<file path="src/rtl/sipo_packer_pkg.sv">
// Shared types and helpers for the serial-in/parallel-out packer.
// Fill order selects which end of the word beat 0 lands in.
package sipo_packer_pkg;

  typedef enum logic {
    LSB_FIRST = 1'b0,
    MSB_FIRST = 1'b1
  } fill_order_e;

  function automatic int beat_count(input int word_width, input int lanes);
    return word_width / lanes;
  endfunction

endpackage

</file>
<file path="src/rtl/sipo_fifo.sv">
// Synchronous WIDTH x DEPTH word FIFO, registered storage, no push-to-pop bypass.
// Pushes into a full FIFO are dropped unless a pop frees the slot on the same edge.
module sipo_fifo #(
  parameter int WIDTH = 8,
  parameter int DEPTH = 2
) (
  input  logic                         i_clk,
  input  logic                         i_rst,
  input  logic                         i_push_vld,
  input  logic [WIDTH-1:0]             i_push_dat,
  output logic                         o_pop_vld,
  input  logic                         i_pop_rdy,
  output logic [WIDTH-1:0]             o_pop_dat,
  output logic [$clog2(DEPTH+1)-1:0]   o_level,
  output logic                         o_overflow
);

  localparam int LW = $clog2(DEPTH + 1);
  localparam int PW = (DEPTH > 1) ? $clog2(DEPTH) : 1;

  logic [WIDTH-1:0] r_mem [DEPTH];
  logic [PW-1:0]    r_wr_ptr;
  logic [PW-1:0]    r_rd_ptr;
  logic [LW-1:0]    r_level;
  logic             r_overflow;

  logic w_empty;
  logic w_full;
  logic w_pop;
  logic w_push;
  logic w_drop;

  always_comb begin
    w_empty = (r_level == '0);
    w_full  = (r_level == LW'(DEPTH));
    w_pop   = ~w_empty & i_pop_rdy;
    w_push  = i_push_vld & (~w_full | w_pop);
    w_drop  = i_push_vld & w_full & ~w_pop;
  end

  always_ff @(posedge i_clk) begin
    if (i_rst) begin
      r_wr_ptr   <= '0;
      r_rd_ptr   <= '0;
      r_level    <= '0;
      r_overflow <= 1'b0;
    end else begin
      r_overflow <= w_drop;
      if (w_push) begin
        r_wr_ptr <= (r_wr_ptr == PW'(DEPTH - 1)) ? '0 : r_wr_ptr + PW'(1);
      end
      if (w_pop) begin
        r_rd_ptr <= (r_rd_ptr == PW'(DEPTH - 1)) ? '0 : r_rd_ptr + PW'(1);
      end
      case ({w_push, w_pop})
        2'b10:   r_level <= r_level + LW'(1);
        2'b01:   r_level <= r_level - LW'(1);
        default: r_level <= r_level;
      endcase
    end
  end

  // Storage needs no reset: the pointers and level define what is live.
  always_ff @(posedge i_clk) begin
    if (!i_rst && w_push) begin
      r_mem[r_wr_ptr] <= i_push_dat;
    end
  end

  always_comb begin
    o_pop_vld  = ~w_empty & ~i_rst;
    o_pop_dat  = o_pop_vld ? r_mem[r_rd_ptr] : '0;
    o_level    = i_rst ? '0 : r_level;
    o_overflow = r_overflow & ~i_rst;
  end

endmodule

</file>
<file path="src/rtl/sipo_packer.sv">
// Packs LANES-bit serial beats into WORD_WIDTH words; word is valid the cycle after its last beat.
// Output side is valid/ready through a DEPTH-word FIFO; words completing into a full FIFO are dropped.
module sipo_packer #(
  parameter int WORD_WIDTH = 8,
  parameter int LANES      = 1,
  parameter int DEPTH      = 2,
  parameter int MSB_FIRST  = 0
) (
  input  logic                         clk_i,
  input  logic                         rst_i,
  input  logic                         clk_en_i,
  input  logic [LANES-1:0]             serial_i,
  input  logic                         serial_valid_i,
  input  logic                         frame_i,
  output logic [WORD_WIDTH-1:0]        parallel_o,
  output logic                         parallel_valid_o,
  input  logic                         parallel_ready_i,
  output logic [$clog2(DEPTH+1)-1:0]   level_o,
  output logic                         overflow_o,
  output logic                         frame_err_o
);

  import sipo_packer_pkg::*;

  localparam int          N    = beat_count(WORD_WIDTH, LANES);
  localparam int          KW   = (N > 1) ? $clog2(N) : 1;
  localparam fill_order_e FILL = (MSB_FIRST != 0) ? sipo_packer_pkg::MSB_FIRST : LSB_FIRST;

  if ((WORD_WIDTH % LANES) != 0 || DEPTH < 1) begin : g_bad_params
    $error("sipo_packer: WORD_WIDTH must be a multiple of LANES and DEPTH must be >= 1");
  end

  logic [KW-1:0]         r_k;
  logic [WORD_WIDTH-1:0] r_shift;
  logic                  r_frame_err;

  logic                  w_accept;
  logic [KW-1:0]         w_k_eff;
  logic [WORD_WIDTH-1:0] w_word;
  logic                  w_last;

  // A framed beat restarts at index 0 and starts from a clean word.
  always_comb begin
    w_accept = clk_en_i & serial_valid_i;
    w_k_eff  = frame_i ? '0 : r_k;
    w_word   = (frame_i || r_k == '0) ? '0 : r_shift;
    if (FILL == LSB_FIRST) begin
      w_word[int'(w_k_eff)*LANES +: LANES] = serial_i;
    end else begin
      w_word[WORD_WIDTH-1-int'(w_k_eff)*LANES -: LANES] = serial_i;
    end
    w_last = w_accept && (int'(w_k_eff) == N - 1);
  end

  always_ff @(posedge clk_i) begin
    if (rst_i) begin
      r_k         <= '0;
      r_shift     <= '0;
      r_frame_err <= 1'b0;
    end else begin
      r_frame_err <= w_accept & frame_i & (r_k != '0);
      if (w_accept) begin
        if (w_last) begin
          r_k     <= '0;
          r_shift <= '0;
        end else begin
          r_k     <= w_k_eff + KW'(1);
          r_shift <= w_word;
        end
      end
    end
  end

  sipo_fifo #(
    .WIDTH (WORD_WIDTH),
    .DEPTH (DEPTH)
  ) u_fifo (
    .i_clk      (clk_i),
    .i_rst      (rst_i),
    .i_push_vld (w_last),
    .i_push_dat (w_word),
    .o_pop_vld  (parallel_valid_o),
    .i_pop_rdy  (parallel_ready_i),
    .o_pop_dat  (parallel_o),
    .o_level    (level_o),
    .o_overflow (overflow_o)
  );

  assign frame_err_o = r_frame_err & ~rst_i;

endmodule

</file>
<file path="config.mk">
export PLATFORM = sky130hd
export DESIGN_NAME = sipo_packer
export DESIGN_NICKNAME = d
export VERILOG_FILES = /design/src/rtl/sipo_packer_pkg.sv /design/src/rtl/sipo_fifo.sv /design/src/rtl/sipo_packer.sv
export SDC_FILE = /design/constraint.sdc
export NUM_CORES = 1
export LEC_CHECK = 0
export BUFFER_PORTS_ARGS = -buffer_cell sky130_fd_sc_hd__buf_2
export CAP_MARGIN = 0
export CORE_ASPECT_RATIO = 1.5
export CORE_MARGIN = 2
export CORE_UTILIZATION = 40
export CTS_BUF_LIST = sky130_fd_sc_hd__clkbuf_16
export DETAILED_ROUTE_END_ITERATION = 8
export REMOVE_ABC_BUFFERS = 1
export SLEW_MARGIN = 5
export SYNTH_ARGS = -nofsm -noshare
export SYNTH_HDL_FRONTEND = slang
export SYNTH_SLANG_ARGS = --single-unit
</file>
<file path="constraint.sdc">
create_clock -name clk_i -period 2.6 [get_ports clk_i]
set_input_delay 0.26 -clock clk_i [delete_from_list [all_inputs] [get_ports clk_i]]
set_output_delay 0.26 -clock clk_i [all_outputs]
set_load 0.02 [all_outputs]
</file>
==> run summary <==
net switching power: 0.241 mW
CTS H-Tree Depth: 2
I/O pin count: 20
dpl ws: 0.329 ns
Critical Path, Cell by Cell: nand2b_4 -> ha_1 -> ha_1 -> inv_1 -> nor4_2 -> mux2i_1 -> nor2_1
DP Area: 1790 µm²
sequential share of the synthesized area: 0.510
post-CTS setup buffers: 0
r2r endpoint: u_fifo.r_mem[1][4]
final period utilization: 0.834
CP endpoint kind: flip-flop
Ys Warns: 0
initial antenna violation count: 0
largest net degree at the start of global routing: 18
Worst Setup Start Kind: flip-flop
Power Internal: 1.02 mW
Max stage delay on crit path: 0.40 ns
post-route DRC violation count: 0
GPL Wtd Cong: 0.849
CTS tree: built
WL/cell: 13.3 µm
Hold/Removal Path Class: in -> reg
r2r setup slk: 0.43 ns
Inserted Clock Buffers: 5
Total Power: 1.26 mW
RSZ-0062 raised after global routing: false
Clock Power Share: 0.515
global route overflow: 0
Crit-path slowest cell: dfxtp_1
initial drt markers: 27
Worst-path clk slew: 0.05 ns
first-pass GRT wire length: 5410 µm
CP Buf/Inv Count: 1
Vias/cell: 5.32
Layout Nets: 199
Area growth syn-to-layout: 18.2%
Cells after Synth: 163
chip height: 82.6 µm
P_leak: 0.725 nW
status: finished, final reports clean
fmax: 461 MHz
fin worst setup slack: 0.432 ns
Mean Syn Cell Area: 10.1 µm²
Comb power frac: 0.040
Clock Latency Late Sink: 0.28 ns
post-route antenna net violation count: 0
Core Rows: 28
commonest cells after routing, fill and taps aside: nor2_1, nand2_1, buf_2
Worst R2R Path Depth: 7
Slew HR: 0.565
final setup vio count: 0
vias in the first global route: 1213
initial core utilization: 0.416
WP data required: 2.62 ns
number of synthesized register bits: 34
CTS resizes: 0
R2R Path Start: r_k[0]
Slew Limit Fails: 0
aggregate global-route resource usage: 0.155
total routed wirelength: 3100 µm
Clock Root Buffer: clkbuf_16
Max-Cap Viols: 0
Initial DRT Pass Iterations: 4
Pwr per Cell Area: 648 nW/µm²
crit path max fanout: 7
final instance area: 1950 µm²
Synth Cell Area: 1650 µm²
commonest non-fill, non-tap cell in the layout: nor2_1
routed via count: 1234
critical path type: reg -> reg
WP data arrival: 2.19 ns
n_diodes: 0
Post-DP HPWL: 2370 µm
family with the most delay on the worst path: adder cells
Fillers: 372
Unique masters post-synth: 43
die area: 4660 µm²
Seq pwr share: 0.445
Worst Tran Pin Value: 0.650 ns
Clock Sinks: 34
min cycle time layout: 2.17 ns
Max Root-Sink Buffers: 2
hold path depth: 3
Sw Ratio: 0.191
clk_skew: 0.00290 ns
sum of negative setup slack: 0 ns
Core Area: 3960 µm²
Die W: 56.4 µm
IR drop worst, VDD: 0.460 mV
Buffers on Ports: 19
Final Hold Fails: 0
Post-CTS Hold Buffers: 0
hold_sp: frame_i
share of layout cells above drive strength 1: 0.182
crit-path most repeated cell: ha_1
Hold EP: r_frame_err
[final cells by class]
type                       count  area [µm²]  area share
clock buffer                   5         125      0.0642
sequential                    34         841       0.432
multi-input combinational    119         757       0.389
inverter                       5        21.3      0.0109
clock inverter                 3        37.5      0.0193
timing repair buffer          21         110      0.0565
tap                           45        56.3      0.0289
[worst min-delay path, delay by kind of cell]
family / cells / cell delay [ns]
buf+inv: 1 / 0.16
simple gates: 2 / 0.10
[power groups by stage]
stage | Sequential (mW) | Combinational, mW | Clock [mW]
finish | 0.561 | 0.0500 | 0.650
global route | 0.561 | 0.0558 | 0.689
CTS | 0.561 | 0.0503 | 0.665
detailed placement | 0.572 | 0.0496 | 0
global placement | 0.572 | 0.0481 | 0
floorplan | 0.572 | 0.0315 | 0
[cell families (layout without fill, tap and decap cells)]
group,after synthesis,in the layout,synth area share
flip-flops,34,34,0.510
AO/OA/AOI/OAI,27,27,0.0957
buffers and inverters,10,34,0.0304
XOR/XNOR,4,4,0.0213
AND/OR/NAND/NOR,73,73,0.242
adder cells (fa/ha/maj),6,6,0.0456
multiplexers,9,9,0.0547
[through the flow]
stage,util,hold slack [ns],cells
floorplan,-,0.329,158
global placement,0.451,0.439,224
detailed placement,0.451,0.450,224
CTS,0.492,0.280,232
global route,0.492,0.298,232
finish,0.492,0.289,232
[sequential cells by signal, summed over array words and instances, names as in the netlist, named ones only]
signal / cells
r_shift: 8
u_fifo.r_mem: 16
r_frame_err: 1
r_k: 3
u_fifo.r_rd_ptr: 1
u_fifo.r_level: 2
u_fifo.r_overflow: 1
u_fifo.r_wr_ptr: 1
[metal layers]
layer	track usage	share of wire	vias to the layer above
li1	-	-	621
met1	0.157	0.41	587
met2	0.279	0.53	17
met3	0.0467	0.031	9
met4	0.0929	0.030	0
met5	0	0	-
[Yosys cell counts]
master | count | area (µm²)
nand4_1 | 2 | 12.5
buf_2 | 2 | 10.0
nand2b_4 | 1 | 13.8
nor4b_2 | 1 | 15.0
o21bai_1 | 1 | 7.51
xor2_1 | 2 | 17.5
xnor2_1 | 2 | 17.5
buf_6 | 1 | 11.3
ha_1 | 6 | 75.1
and2_1 | 1 | 6.26
nor4_2 | 1 | 12.5
o21a_1 | 1 | 7.51
o22ai_1 | 1 | 6.26
dfxtp_1 | 18 | 360
or3b_1 | 1 | 8.76
nand2_1 | 19 | 71.3
nand2b_1 | 3 | 18.8
a211oi_1 | 1 | 7.51
nor3_1 | 4 | 20.0
a21o_1 | 1 | 7.51
inv_4 | 1 | 6.26
or2_2 | 1 | 6.26
nor2_1 | 23 | 86.3
mux2i_1 | 9 | 90.1
clkbuf_1 | 2 | 7.51
o31ai_1 | 1 | 7.51
a21oi_1 | 8 | 40.0
or3_1 | 1 | 6.26
nor4_1 | 1 | 6.26
a22o_1 | 1 | 8.76
o21ai_0 | 7 | 35.0
nand3b_1 | 1 | 7.51
nor4b_4 | 1 | 23.8
inv_1 | 4 | 15.0
o21ai_1 | 3 | 15.0
and2b_1 | 1 | 7.51
and3b_2 | 1 | 10.0
edfxtp_1 | 16 | 480
and3b_1 | 1 | 8.76
nand3_1 | 3 | 15.0
a22oi_1 | 2 | 15.0
and4_1 | 2 | 17.5
nor2b_1 | 4 | 25.0
[worst max-delay path by stage]
stage / from / endpoint / cells past startpoint
floorplan: r_k[0] / u_fifo.r_mem[0][0] / 6
global placement: frame_i / u_fifo.r_level[1] / 9
detailed placement: frame_i / u_fifo.r_level[1] / 9
CTS: r_k[0] / u_fifo.r_mem[1][4] / 7
global route: r_k[0] / u_fifo.r_mem[1][4] / 7
finish: r_k[0] / u_fifo.r_mem[1][4] / 7
Note: power is estimated with default switching activity, not from simulation.
